`src/rtl/cla_4bit.sv`:
```
// ============================================================================
// Module   : cla_4bit
// Brief    : 4-bit carry-lookahead adder with registered outputs and group
//            propagate/generate. Optional input register stage: CLA_INPUT_REG_EN.
// Revision : 1.0
// ============================================================================
`default_nettype none

module cla_4bit (
  input  logic       clk,
  input  logic       rst_n,
  input  logic [3:0] A,
  input  logic [3:0] B,
  input  logic       Cin,
  output logic [3:0] Sum,
  output logic       Cout,
  output logic       Pg,
  output logic       Gg,
  output logic       Ovf
);

  logic [3:0] op_a;
  logic [3:0] op_b;
  logic       op_c;

`ifdef CLA_INPUT_REG_EN
  logic [3:0] a_q;
  logic [3:0] b_q;
  logic       cin_q;

  always_ff @(posedge clk) begin
    if (!rst_n) begin
      a_q   <= 4'b0000;
      b_q   <= 4'b0000;
      cin_q <= 1'b0;
    end else begin
      a_q   <= A;
      b_q   <= B;
      cin_q <= Cin;
    end
  end

  assign op_a = a_q;
  assign op_b = b_q;
  assign op_c = cin_q;
`else
  assign op_a = A;
  assign op_b = B;
  assign op_c = Cin;
`endif

  logic [3:0] g;
  logic [3:0] p;
  logic [4:0] c;

  for (genvar i = 0; i < 4; i++) begin : g_bit
    assign g[i] = op_a[i] & op_b[i];
    assign p[i] = op_a[i] ^ op_b[i];
  end

  // Every carry is a flat sum-of-products of g/p/Cin; none depends on another carry.
  assign c[0] = op_c;
  assign c[1] = g[0] | (p[0] & op_c);
  assign c[2] = g[1] | (p[1] & g[0]) | (p[1] & p[0] & op_c);
  assign c[3] = g[2] | (p[2] & g[1]) | (p[2] & p[1] & g[0])
              | (p[2] & p[1] & p[0] & op_c);
  assign c[4] = g[3] | (p[3] & g[2]) | (p[3] & p[2] & g[1])
              | (p[3] & p[2] & p[1] & g[0]) | (p[3] & p[2] & p[1] & p[0] & op_c);

  logic [3:0] sum_d, sum_q;
  logic       cout_d, cout_q;
  logic       pg_d, pg_q;
  logic       gg_d, gg_q;
  logic       ovf_d, ovf_q;

  assign sum_d  = p ^ c[3:0];
  assign cout_d = c[4];
  assign pg_d   = &p;
  assign gg_d   = g[3] | (p[3] & g[2]) | (p[3] & p[2] & g[1])
                | (p[3] & p[2] & p[1] & g[0]);
  assign ovf_d  = c[4] ^ c[3];

  always_ff @(posedge clk) begin
    if (!rst_n) begin
      sum_q  <= 4'b0000;
      cout_q <= 1'b0;
      pg_q   <= 1'b0;
      gg_q   <= 1'b0;
      ovf_q  <= 1'b0;
    end else begin
      sum_q  <= sum_d;
      cout_q <= cout_d;
      pg_q   <= pg_d;
      gg_q   <= gg_d;
      ovf_q  <= ovf_d;
    end
  end

  assign Sum  = sum_q;
  assign Cout = cout_q;
  assign Pg   = pg_q;
  assign Gg   = gg_q;
  assign Ovf  = ovf_q;

endmodule

`default_nettype wire

```
`config.mk`:
```
export PLATFORM = sky130hd
export DESIGN_NAME = cla_4bit
export DESIGN_NICKNAME = d
export VERILOG_FILES = /design/src/rtl/cla_4bit.sv
export SDC_FILE = /design/constraint.sdc
export NUM_CORES = 1
export LEC_CHECK = 0
export BUFFER_PORTS_ARGS = -buffer_cell sky130_fd_sc_hd__buf_2
export CORE_AREA = 2 2 39 41
export DETAILED_ROUTE_END_ITERATION = 10
export DIE_AREA = 0 0 41 43
export PLACE_DENSITY = 0.6
export REMOVE_ABC_BUFFERS = 1
export SLEW_MARGIN = 20
export SYNTH_ARGS = -nofsm -noshare
export SYNTH_HDL_FRONTEND = slang
export SYNTH_SLANG_ARGS = --single-unit
```
`constraint.sdc`:
```
create_clock -name clk -period 1.05 [get_ports clk]
set_input_delay 0.0525 -clock clk [delete_from_list [all_inputs] [get_ports clk]]
set_output_delay 0.0525 -clock clk [all_outputs]
set_load 0.02 [all_outputs]
```
==> impl_metrics.yaml, run 1 <==
global_route:
  grt_pass1_wl_mm: 1.18
  grt_antenna_before_repair: 0
  grt.total_usage_pct: 10.0
  grt_pass1_vias: 324
  grt_max_degree: 9
  grt.overflow.total: 0
finish:
  area_growth_pct: 47.9
  seq_area_um2: 160
  final_common_cell: "buf_2"
  multi_input_area_um2: 256
  num_antenna_cells: 0
  final_layout_size_suffix_gt1_share_pct: 51.6
  nets: 82
  layout_common_cells: "18 x buf_2, 8 x dfxtp_1, 5 x and2_1, 5 x buf_4"
  fillers: 141
  design_area_um2: 587
setup_path:
  crit_required_ns: 1.19
  crit_start: "A[1]"
  worst-path-max-fanout: 4
  cp_num_cells: 6
  end_kind: "flip-flop"
  crit_chain: "buf_2, ha_1, a21oi_2, o221ai_2, xor2_1, and2_1"
  worstSetupEndpoint: "Ovf"
  slowest_delay_ns: 0.34
  worstSetupPathType: "in2reg"
  crit_arrival_ns: 1.14
  slowest_stage: "ha_1"
  crit_buf_inv: 1
  crit_family: "adder cells"
  critPathLaunchType: "input pin"
routing:
  vias: 354
  viasPerCell: 4.43
  wirelength_um: 727
  drt_iter0_markers: 0
  drt_pass1_iterations: 1
  drt-wirelength-per-cell_um: 9.09
  route.detailed.drc: 0
  antenna_left: 0
synth:
  avgSynthCellArea_um2: 10.4
  ys_warn_count: 0
  synth_top_area_share_pct: 40.4
  synth_seq_cells: 8
  synth.distinct_cells: 16
  syn-cell-area_um2: 397
  netlist_top_cells_area: "dfxtp_1 40%, ha_1 13%, and2_1 7.9%"
  synthCells: 38
  seq_area_frac_synth_pct: 40.4
  yosysTopAreaCell: "dfxtp_1"
sta:
  setup_viol: 0
  relSlewSlack_pct: 86.1
  finalCriticalPeriod_ns: 1.00
  rsz0062_at_grt: "false"
  final.setup.tns_ns: 0
  final_max_slew_viol_count: 0
  tightest_slew_ns: 0.208
  period_share_pct: 95.7
  max_freq_mhz: 995
  hold_violations: 0
place:
  gp_congestion: 0.782
  placed_area_um2: 544
  place.port_buffers: 18
clock_network:
  numCtsBuffers: 3
  clkTransAtPathRegs_ns: 0.05
  cts-hold-fix-buffers: 0
  cts.sink_count: 8
  clockBufferDepth: 2
  cts_tree: "built"
  root_buffer: "clkbuf_4"
  htree_levels: 1
power:
  ir_worst_vdd_uv: 303
  leakage_nw: 0.285
  combPwrFrac_pct: 31.2
  p_switching_uw: 228
  pwr-share-seq_pct: 42.0
  p_per_area_nw_per_um2: 1380
  power.share.clock_pct: 26.8
  power_switching_share_pct: 28.1
  internal_power_uw: 584
hold_path:
  hold_path_startpoint: "rst_n"
  worstHoldPathType: "in2reg"
die:
  rows: 14
  io-pin-count: 19
  die_y_um: 43
  dieWidth_um: 41
  core_area_um2: 1380
  fp.dieArea_um2: 1760
  initial_core_util_pct: 28.7
status:
  status: "complete, no violations"
job:
  cap_violations: 0
==> layer usage <==
metal | up-vias | global-route usage, % | routed length, um
li1 | 186 | - | -
met1 | 156 | 10.5 | 295
met2 | 10 | 15.3 | 375
met3 | 2 | 3.14 | 49
met4 | 0 | 8.00 | 6
met5 | - | 0 | 0
==> layout make-up <==
| cell class | count | area share (%) |
|---|---|---|
| clock buffers | 3 | 3.84 |
| multi-input cells | 30 | 43.7 |
| flip-flops and latches | 8 | 27.3 |
| well taps | 16 | 3.41 |
| repair buffers | 23 | 21.7 |
==> kinds of logic after synthesis <==
kind of cell / after synthesis / share of synthesized area (%)
fa+ha+maj: 5 / 17.7
flops: 8 / 40.4
xor+xnor: 3 / 6.63
simple gates: 13 / 17.4
compound gates: 9 / 18.0
==> power by group through the flow <==
stage | combinational, mW | clock (mW) | sequential [mW]
floorplan | 0.106 | 0 | 0.392
finish | 0.253 | 0.218 | 0.341
global route | 0.284 | 0.246 | 0.345
CTS | 0.241 | 0.229 | 0.341
global placement | 0.240 | 0 | 0.347
detailed placement | 0.241 | 0 | 0.347
==> synthesized netlist by cell type (all sizes together) <==
| cell type | number |
|---|---|
| fa | 1 |
| nor2 | 2 |
| ha | 4 |
| dfxtp | 8 |
| nand3 | 1 |
| xor2 | 3 |
| a21oi | 2 |
| o221ai | 1 |
| nand2 | 3 |
| and2 | 6 |
| a211oi | 2 |
| nand2b | 1 |
| o21ai | 3 |
| o21bai | 1 |
==> registers in the layout, indices dropped and copies added, names as in the netlist <==
register / cells
Pg: 1
Ovf: 1
Gg: 1
Cout: 1
Sum: 4
==> worst min path at each step <==
stage                     slack, ns  cells after the start     end
final                           0.1                      2  Sum[3]
after global routing           0.10                      3      Pg
after CTS                      0.09                      3      Pg
after detailed placement       0.35                      2  Sum[3]
after global placement         0.35                      3      Pg
after floorplan                0.17                      2      Pg
==> timing repair <==
action / CTS / global route
setup buffers: 0 / 0
setup endpoints to repair: 0 / 2
gates resized for setup: 0 / 4
==> per-stage QoR <==
stage / std cells / util, % / worst slack (ns) / hold WS [ns] / total power, mW
after floorplan: 38 / - / -0.0770 / 0.174 / 0.498
after global placement: 77 / 39.3 / -0.245 / 0.351 / 0.588
after detailed placement: 77 / 39.3 / -0.242 / 0.352 / 0.588
after CTS: 80 / 41.0 / 0.0175 / 0.0948 / 0.811
after global routing: 80 / 42.4 / 0.00819 / 0.103 / 0.875
final: 80 / 42.4 / 0.0450 / 0.0972 / 0.812
Power figures use the tool's default switching activity.
==> inputs of run 2 (changes only) <==
--- a/config.mk
+++ b/config.mk
@@ -6,10 +6,12 @@
 export NUM_CORES = 1
 export LEC_CHECK = 0
 export BUFFER_PORTS_ARGS = -buffer_cell sky130_fd_sc_hd__buf_2
-export CORE_AREA = 2 2 39 41
+export CELL_PAD_IN_SITES_DETAIL_PLACEMENT = 1
+export CELL_PAD_IN_SITES_GLOBAL_PLACEMENT = 2
+export CORE_MARGIN = 2
+export CORE_UTILIZATION = 21
 export DETAILED_ROUTE_END_ITERATION = 10
-export DIE_AREA = 0 0 41 43
-export PLACE_DENSITY = 0.6
+export PLACE_DENSITY = 0.69
 export REMOVE_ABC_BUFFERS = 1
 export SLEW_MARGIN = 20
 export SYNTH_ARGS = -nofsm -noshare
==> impl_metrics.yaml, run 2 (same netlist as run 1, synthesis figures left out) <==
sta:
  setup_viol: 0
  hold_violations: 0
  final_max_slew_viol_count: 0
  period_share_pct: 95.4
  tightest_slew_ns: 0.257
  setup_slack_ns: 0.0478
  max_freq_mhz: 998
  relSlewSlack_pct: 82.7
  rsz0062_at_grt: "false"
  finalCriticalPeriod_ns: 1.00
global_route:
  grt_pass1_wl_mm: 1.44
  grt_pass1_vias: 342
  grt_max_degree: 9
  grt_antenna_before_repair: 0
  grt.total_usage_pct: 9.51
  grt.overflow.total: 0
power:
  pwr-share-seq_pct: 41.8
  combPwrFrac_pct: 32.1
  p_switching_uw: 230
  leakage_nw: 0.290
  ir_worst_vdd_uv: 403
  power.share.clock_pct: 26.1
  p_per_area_nw_per_um2: 1350
  internal_power_uw: 587
  power_switching_share_pct: 28.1
setup_path:
  worst-path-max-fanout: 4
  end_kind: "flip-flop"
  worstSetupPathType: "in2reg"
  slowest_stage: "ha_1"
  crit_arrival_ns: 1.14
  crit_start: "A[3]"
  critPathLaunchType: "input pin"
  crit_buf_inv: 1
  crit_required_ns: 1.19
  crit_chain: "buf_2, ha_1, a21oi_2, o221ai_2, xor2_1, and2_1"
  slowest_delay_ns: 0.35
  crit_family: "adder cells"
  cp_num_cells: 6
  worstSetupEndpoint: "Ovf"
finish:
  area_growth_pct: 52.7
  final_layout_size_suffix_gt1_share_pct: 52.3
  final_core_util_pct: 34.7
  num_antenna_cells: 0
  nets: 83
  final_common_cell: "buf_2"
  largest_reg_flops: 4
  design_area_um2: 606
  layout_common_cells: "18 x buf_2, 8 x dfxtp_1, 6 x buf_4"
clock_network:
  htree_levels: 1
  cts.sink_count: 8
  cts_tree: "built"
  clockBufferDepth: 2
  numCtsBuffers: 3
  root_buffer: "clkbuf_4"
  postCtsSetupBuffers: 0
  clkTransAtPathRegs_ns: 0.05
routing:
  viasPerCell: 4.07
  route.detailed.drc: 0
  drt_pass1_iterations: 1
  antenna_left: 0
  wirelength_um: 853
  drt-wirelength-per-cell_um: 9.48
  drt_iter0_markers: 0
  vias: 366
die:
  io-pin-count: 19
  fp.dieArea_um2: 2250
  die_y_um: 47.5
  initial_core_util_pct: 22.7
  core_area_um2: 1750
  rows: 15
  dieWidth_um: 47.5
place:
  place_ws_ns: -0.270
  placed_area_um2: 563
  place.port_buffers: 18
  gp_congestion: 0.735
job:
  cap_violations: 0
status:
  status: "complete, no violations"
hold_path:
  worstHoldPathType: "in2reg"
[run 2: layout make-up]
cell class | count | area (um^2)
repair buffers | 24 | 135
flip-flops and latches | 8 | 160
clock buffers | 3 | 22.5
multi-input cells | 30 | 256
fillers | 219 | 1140
well taps | 25 | 31.3
[run 2: per-layer routing]
metal,track usage [%],vias to the layer above,share of wire [%],routed length (um)
met5,0,-,0,0
met1,10.0,168,42,362
met4,10.0,0,0.94,8
met3,1.13,2,4.6,39
li1,-,187,-,-
met2,15.7,9,52,443
[run 2: what timing repair did]
action | CTS | global route
cloned | 0 | 0
pin swaps | 1 | 3
hold buffers | 0 | 0
gates resized for setup | 1 | 3
endpoints found under the setup margin | 2 | 2
[run 2: worst min path at each step]
| stage | start | endpoint | slack [ns] | depth (start not counted) |
|---|---|---|---|---|
| detailed placement | rst_n | Pg | 0.34 | 3 |
| finish | rst_n | Pg | 0.09 | 3 |
| CTS | rst_n | Pg | 0.08 | 3 |
| floorplan | rst_n | Pg | 0.17 | 2 |
| global route | rst_n | Pg | 0.1 | 3 |
| global placement | rst_n | Pg | 0.34 | 3 |
[run 2: stage by stage]
stage | power, mW | instances | hold slack, ns | TNS (ns)
global route | 0.878 | 90 | 0.0958 | 0
CTS | 0.821 | 90 | 0.0839 | 0
global placement | 0.593 | 87 | 0.345 | -0.939
floorplan | 0.498 | 38 | 0.174 | -0.153
detailed placement | 0.598 | 87 | 0.343 | -0.990
finish | 0.817 | 90 | 0.0930 | 0
[run 2: tightest hold or removal path, stage by stage]
cell	delay (ns)
buf_2	0.13
nand2_1	0.07
nor2_1	0.03
[run 2: power by group through the flow]
stage	Sequential (mW)	Clock, mW	Combinational [mW]
floorplan	0.392	0	0.106
global placement	0.347	0	0.246
detailed placement	0.348	0	0.250
CTS	0.342	0.224	0.255
global route	0.344	0.242	0.292
finish	0.341	0.213	0.262
